==> src/rtl/ktane_mem_arbiter_if.sv <==
// rtl/ktane_mem_arbiter_if.sv - requester and memory-pin bundle for ktane_mem_arbiter
interface ktane_mem_arbiter_if #(
    parameter int ADDR_W = 16,
    parameter int DATA_W = 16
);
    logic [2:0]        req;
    logic [2:0]        we_in;
    logic [ADDR_W-1:0] addr0;
    logic [ADDR_W-1:0] addr1;
    logic [ADDR_W-1:0] addr2;
    logic [DATA_W-1:0] wdata0;
    logic [DATA_W-1:0] wdata1;
    logic [DATA_W-1:0] wdata2;
    logic [2:0]        gnt;
    logic [2:0]        rvalid;
    logic [DATA_W-1:0] rdata;
    logic [ADDR_W-1:0] mem_addr;
    logic [DATA_W-1:0] mem_wdata;
    logic              mem_we;
    logic              mem_re;
    logic [DATA_W-1:0] mem_q;

    modport slave (
        input  req, we_in, addr0, addr1, addr2, wdata0, wdata1, wdata2, mem_q,
        output gnt, rvalid, rdata, mem_addr, mem_wdata, mem_we, mem_re
    );

    modport master (
        output req, we_in, addr0, addr1, addr2, wdata0, wdata1, wdata2, mem_q,
        input  gnt, rvalid, rdata, mem_addr, mem_wdata, mem_we, mem_re
    );
endinterface

==> src/rtl/ktane_mem_arbiter.sv <==
// rtl/ktane_mem_arbiter.sv - three-port round-robin arbiter for the ktane_mem port
// Registered issue stage; read data returns one cycle later tagged with its port.
module ktane_mem_arbiter #(
    parameter int ADDR_W = 16,
    parameter int DATA_W = 16
) (
    input  logic                  i_clock,
    input  logic                  i_reset,
    ktane_mem_arbiter_if.slave    bus
);
    logic [1:0]        r_ptr;
    logic [1:0]        r_idx;
    logic [1:0]        r_tag;
    logic              r_tag_vld;
    logic [2:0]        r_gnt;
    logic [ADDR_W-1:0] r_mem_addr;
    logic [DATA_W-1:0] r_mem_wdata;
    logic              r_mem_we;
    logic              r_mem_re;

    logic [2:0]        w_elig;
    logic [1:0]        w_cand0;
    logic [1:0]        w_cand1;
    logic [1:0]        w_cand2;
    logic              w_found;
    logic [1:0]        w_win;
    logic [ADDR_W-1:0] w_addr;
    logic [DATA_W-1:0] w_wdata;
    logic              w_we;

    function automatic logic [1:0] next_port(input logic [1:0] p);
        return (p == 2'd2) ? 2'd0 : p + 2'd1;
    endfunction

    // A port granted this cycle is masked so it cannot win back-to-back.
    always_comb begin
        w_elig  = bus.req & ~r_gnt;
        w_cand0 = r_ptr;
        w_cand1 = next_port(r_ptr);
        w_cand2 = next_port(w_cand1);
        w_found = 1'b0;
        w_win   = r_ptr;
        if (w_elig[w_cand0]) begin
            w_found = 1'b1;
            w_win   = w_cand0;
        end else if (w_elig[w_cand1]) begin
            w_found = 1'b1;
            w_win   = w_cand1;
        end else if (w_elig[w_cand2]) begin
            w_found = 1'b1;
            w_win   = w_cand2;
        end
        case (w_win)
            2'd1: begin
                w_addr  = bus.addr1;
                w_wdata = bus.wdata1;
                w_we    = bus.we_in[1];
            end
            2'd2: begin
                w_addr  = bus.addr2;
                w_wdata = bus.wdata2;
                w_we    = bus.we_in[2];
            end
            default: begin
                w_addr  = bus.addr0;
                w_wdata = bus.wdata0;
                w_we    = bus.we_in[0];
            end
        endcase
    end

    always_ff @(posedge i_clock or posedge i_reset) begin
        if (i_reset) begin
            r_ptr       <= 2'd0;
            r_idx       <= 2'd0;
            r_tag       <= 2'd0;
            r_tag_vld   <= 1'b0;
            r_gnt       <= 3'b000;
            r_mem_addr  <= '0;
            r_mem_wdata <= '0;
            r_mem_we    <= 1'b0;
            r_mem_re    <= 1'b0;
        end else begin
            r_gnt     <= w_found ? (3'b001 << w_win) : 3'b000;
            r_mem_we  <= w_found & w_we;
            r_mem_re  <= w_found & ~w_we;
            r_tag_vld <= r_mem_re;
            r_tag     <= r_idx;
            if (w_found) begin
                r_mem_addr  <= w_addr;
                r_mem_wdata <= w_wdata;
                r_idx       <= w_win;
                r_ptr       <= next_port(w_win);
            end
        end
    end

    // Read return is combinational from mem_q, steered by the registered tag.
    assign bus.gnt       = r_gnt;
    assign bus.rvalid    = r_tag_vld ? (3'b001 << r_tag) : 3'b000;
    assign bus.rdata     = r_tag_vld ? bus.mem_q : '0;
    assign bus.mem_addr  = r_mem_addr;
    assign bus.mem_wdata = r_mem_wdata;
    assign bus.mem_we    = r_mem_we;
    assign bus.mem_re    = r_mem_re;
endmodule
==> src/flat_wrapper.sv <==
// flat-port wrapper written by rule: the top's interface ports become plain ports
module ktane_mem_arbiter_flat 
#(
    parameter int ADDR_W = 16,
    parameter int DATA_W = 16
)
  (i_clock, i_reset, bus_req, bus_we_in, bus_addr0, bus_addr1, bus_addr2, bus_wdata0, bus_wdata1, bus_wdata2, bus_mem_q, bus_gnt, bus_rvalid, bus_rdata, bus_mem_addr, bus_mem_wdata, bus_mem_we, bus_mem_re);
  ktane_mem_arbiter_if #(.ADDR_W(ADDR_W), .DATA_W(DATA_W)) bus_i ();
  input  logic i_clock;
  input  logic i_reset;
  input wire logic [$bits(bus_i.req)-1:0] bus_req;
  input wire logic [$bits(bus_i.we_in)-1:0] bus_we_in;
  input wire logic [$bits(bus_i.addr0)-1:0] bus_addr0;
  input wire logic [$bits(bus_i.addr1)-1:0] bus_addr1;
  input wire logic [$bits(bus_i.addr2)-1:0] bus_addr2;
  input wire logic [$bits(bus_i.wdata0)-1:0] bus_wdata0;
  input wire logic [$bits(bus_i.wdata1)-1:0] bus_wdata1;
  input wire logic [$bits(bus_i.wdata2)-1:0] bus_wdata2;
  input wire logic [$bits(bus_i.mem_q)-1:0] bus_mem_q;
  output wire logic [$bits(bus_i.gnt)-1:0] bus_gnt;
  output wire logic [$bits(bus_i.rvalid)-1:0] bus_rvalid;
  output wire logic [$bits(bus_i.rdata)-1:0] bus_rdata;
  output wire logic [$bits(bus_i.mem_addr)-1:0] bus_mem_addr;
  output wire logic [$bits(bus_i.mem_wdata)-1:0] bus_mem_wdata;
  output wire logic [$bits(bus_i.mem_we)-1:0] bus_mem_we;
  output wire logic [$bits(bus_i.mem_re)-1:0] bus_mem_re;
  assign bus_i.req = bus_req;
  assign bus_i.we_in = bus_we_in;
  assign bus_i.addr0 = bus_addr0;
  assign bus_i.addr1 = bus_addr1;
  assign bus_i.addr2 = bus_addr2;
  assign bus_i.wdata0 = bus_wdata0;
  assign bus_i.wdata1 = bus_wdata1;
  assign bus_i.wdata2 = bus_wdata2;
  assign bus_i.mem_q = bus_mem_q;
  assign bus_gnt = bus_i.gnt;
  assign bus_rvalid = bus_i.rvalid;
  assign bus_rdata = bus_i.rdata;
  assign bus_mem_addr = bus_i.mem_addr;
  assign bus_mem_wdata = bus_i.mem_wdata;
  assign bus_mem_we = bus_i.mem_we;
  assign bus_mem_re = bus_i.mem_re;
  ktane_mem_arbiter #(.ADDR_W(ADDR_W), .DATA_W(DATA_W)) u_core (.i_clock(i_clock), .i_reset(i_reset), .bus(bus_i));
endmodule
==> config.mk <==
export PLATFORM = sky130hd
export DESIGN_NAME = ktane_mem_arbiter_flat
export DESIGN_NICKNAME = d
export VERILOG_FILES = /design/src/rtl/ktane_mem_arbiter_if.sv /design/src/rtl/ktane_mem_arbiter.sv /design/src/flat_wrapper.sv
export SDC_FILE = /design/constraint.sdc
export NUM_CORES = 1
export LEC_CHECK = 0
export ABC_AREA = 0
export ABC_CLOCK_PERIOD_IN_PS = 2800
export CAP_MARGIN = 25
export CORE_ASPECT_RATIO = 1.25
export CORE_MARGIN = 4
export CORE_UTILIZATION = 36
export CTS_BUF_LIST = sky130_fd_sc_hd__clkbuf_8
export CTS_CLUSTER_SIZE = 20
export DETAILED_ROUTE_END_ITERATION = 12
export GPL_TIMING_DRIVEN = 0
export HOLD_SLACK_MARGIN = 0.15
export PLACE_DENSITY = 0.82
export SKIP_CTS_REPAIR_TIMING = 1
export SLEW_MARGIN = 20
export SYNTH_ARGS = -nofsm -noshare
export SYNTH_HDL_FRONTEND = slang
export SYNTH_SLANG_ARGS = --single-unit
export TNS_END_PERCENT = 1
==> constraint.sdc <==
create_clock -name i_clock -period 2.8 [get_ports i_clock]
set_input_delay 0.56 -clock i_clock [delete_from_list [all_inputs] [get_ports i_clock]]
set_output_delay 0.56 -clock i_clock [all_outputs]
set_load 0.005 [all_outputs]
==> results of run 1 <==
-- where the power goes --
part	total, mW	internal (mW)	switching [mW]
clock network	0.428	0.220	0.208
logic	3.35	1.86	1.49
registers	1.16	0.985	0.180
total	4.94	3.06	1.88
-- sequential cells by signal (all words and copies together), names as in the netlist, 2 cells and up --
signal / flops
u_core.bus.mem_addr: 16
u_core.bus.mem_wdata: 16
u_core.bus.gnt: 3
u_core.r_idx: 2
u_core.r_ptr: 2
u_core.r_tag: 2
-- cell families (layout without fill, tap and decap cells) --
logic type | after synthesis | after routing | share of synthesized area, %
AOI/OAI and AO/OA | 79 | 79 | 20.07
and+or+nand+nor | 68 | 68 | 13.71
DFF | 44 | 44 | 43.39
muxes | 34 | 34 | 15.83
buffers and inverters | 24 | 206 | 4.536
adders and majority gates | 5 | 5 | 2.465
-- worst paths after layout --
kind / start / endpoint / slack [ns] / depth (start not counted)
worst max-delay path: bus_req[0] / u_core.bus.mem_wdata[3]$_DFFE_PP0P_ / 0.09 / 9
worst min-delay path: u_core.bus.mem_re$_DFF_PP0_ / u_core.r_tag_vld$_DFF_PP0_ / 0.38 / 0
worst max register to register: u_core.r_ptr[1]$_DFFE_PP0P_ / u_core.bus.mem_addr[10]$_DFFE_PP0P_ / 0.37 / 9
worst min register to register: u_core.bus.mem_re$_DFF_PP0_ / u_core.r_tag_vld$_DFF_PP0_ / 0.38 / 0
max in group asynchronous: i_reset / u_core.bus.mem_wdata[7]$_DFFE_PP0P_ / 1.76 / 3
min in group asynchronous: i_reset / u_core.r_tag[0]$_DFF_PP0_ / 0.57 / 2
-- routing by layer --
| layer | track usage (%) | wire (µm) | vias to the layer above |
|---|---|---|---|
| li1 | - | - | 1277 |
| met1 | 20.75 | 3209 | 1250 |
| met2 | 40.99 | 5110 | 117 |
| met3 | 6.613 | 690 | 12 |
| met4 | 7.296 | 135 | 0 |
| met5 | 0 | 0 | - |
-- worst max-delay path: stages --
cell and delay [ns]:
clkdlybuf4s50_1 0.49, nor2b_2 0.23, o21ai_0 0.17, a32o_1 0.29
ha_1 0.28, clkbuf_4 0.25, a22oi_1 0.23, a21oi_1 0.10
mux2_2 0.27
-- final cells by class --
class,count,area share [%]
timing repair buffer,177,38.88
sequential,44,24.06
tap,87,2.379
buffer,20,2.762
multi-input combinational,186,29.64
inverter,2,0.1641
clock buffer,7,2.106
-- cells in the mapped netlist (all sizes together) --
cell type / number
o21ai: 2
a22oi: 33
buf: 6
a2bb2oi: 1
and2: 20
inv: 2
clkbuf: 16
nor3b: 3
o21a: 1
a32o: 2
mux2: 34
ha: 5
a21o: 1
a211o: 1
nand2b: 2
nor3: 1
and3b: 2
nor2: 33
or3b: 1
o22ai: 1
nor2b: 4
a21oi: 35
a32oi: 2
nand2: 2
dfrtp: 44
-- per-stage QoR --
step                setup TNS (ns)  util [%]  area [µm²]  worst slack, ns
floorplan                        0         -        2537           0.2473
global placement            -21.27     65.75        4398          -0.7055
detailed placement          -23.86     66.05        4418          -0.7643
CTS                         -12.77     67.49        4514          -0.4591
global route              -0.01662     68.41        4576        -0.008570
finish                           0     68.41        4576          0.09131
==> impl_results.md, run 1 <==
* Commonest non-fill, non-tap cell in the layout: clkdlybuf4s50_1
* Final worst path period share at 96.74%
* Fin. Hold Viols at 0
* Worst slew margin at 68.01%
* Startpoint types: primary input
* CTS Buffer Depth at 2
* Area share of the largest cell type after synthesis at 43.39%
* Die Ht at 101.9 µm
* Non-Filler Instances at 523
* DR vias/cell at 5.078
* Area Growth Syn to Fin at 80.33%
* Hold slack at 0.3790 ns
* Io pins at 176
* Max Cap Viol at 0
* # placed instances at 517
* Pins Over Slew Limit at 0
* Initial antenna violation count at 0
* First-pass GRT wire length at around 14000 µm
* CP Class: primary input to flip-flop
* Final-stage net count at ~560
* Syn avg cell area at 9.990 µm²
* Gr usage total at 20.91%
* Setup-failing EPs final at 0
* Syn Std Cell Area at roughly 2500 µm²
* Number of global-route vias before repair at about 2.9k
* CTS tree: built
* Yosys warnings at 0
* Antenna viol nets, final at 0
* Post-detail-place hpwl at 7411 µm
* Clock Latency Late Sink at 0.29 ns
* Fill count at about 560
* Syn_nets at 379
* Slew @ Worst Pin at around 0.48 ns
* Crit path DAT at 2.89 ns
* Area of the multi-input gates at 1356 µm²
* Largest fanout on the critical path at 10
* Sequential cell area at around 1100 µm²
* Peak VDD IR at 0.6017 mV
* Commonest non-fill, non-tap cells in the layout: clkdlybuf4s50_1 (175), dfrtp_1 (44), a21oi_1 (35), a22oi_1 (33), nor2_1 (33)
* Area leader, netlist: dfrtp_1
* Tmin final at between 2 and 3 ns
* First-pass iteration count of the detailed router at 5
* Yosys reg bits at 44
* Num rows at 33
* DIE AREA at between 8000 and 9000 µm²
* Clock root buffer master: clkbuf_8
* Post-Route WL at 9145 µm
* Antenna diodes at 0
* Starting density of the core at 37.93%
* Post-Syn Instances at 254
* Cell variety after synth at 28
* Clock skew at about 0.0021 ns
* Fraction of layout cells with a size suffix above 1 at 15.83%
* Grt ovf at 0
* CTS Buf Count at 5
* IO Port Bufs at 175
* Maximum number of pins on one net before global-route repair at 30
* Worst-path clk slew at 0.08 ns
* Die width at about 83 µm
* Initial DRC Count at 90
* Required time worst endpoint at ~3 ns
* Routed wire per std cell at between 15 and 20 µm
* FMAX at between 300 and 400 MHz
* Crit end category: flip-flop
* Outcome: completed
* Area of the core at ~6700 µm²
* Leakage power total at 1.869 nW
* CTS H-tree lvls at 2
* DR vias at 2656
* Sequential share of the synthesized area at 43.39%
* Final RePlAce weighted congestion at 0.8310
* Hold crit path type: flip-flop to flip-flop
* Clock sink total at between 40 and 50
* Power per cell area at 1079 nW/µm²
* Synth area leaders: dfrtp_1 (43%), mux2_2 (13%), a22oi_1 (9.8%), a21oi_1 (6.9%), and2_1 (4.9%)
* Final Power at 4.937 mW
* DRC viols at 0
Power figures use the tool's default switching activity.
==> run 2: changes to the inputs <==
Settings changed: GPL_ROUTABILITY_DRIVEN from default to 0.
==> results of run 2 <==
The final DEF is identical to that of run 1; final timing and power are the same.
==> run 3: changes to the inputs <==
Settings changed: CTS_CLUSTER_DIAMETER from default to 40.
==> results of run 3 <==
The final DEF is identical to that of run 1; final timing and power are the same.
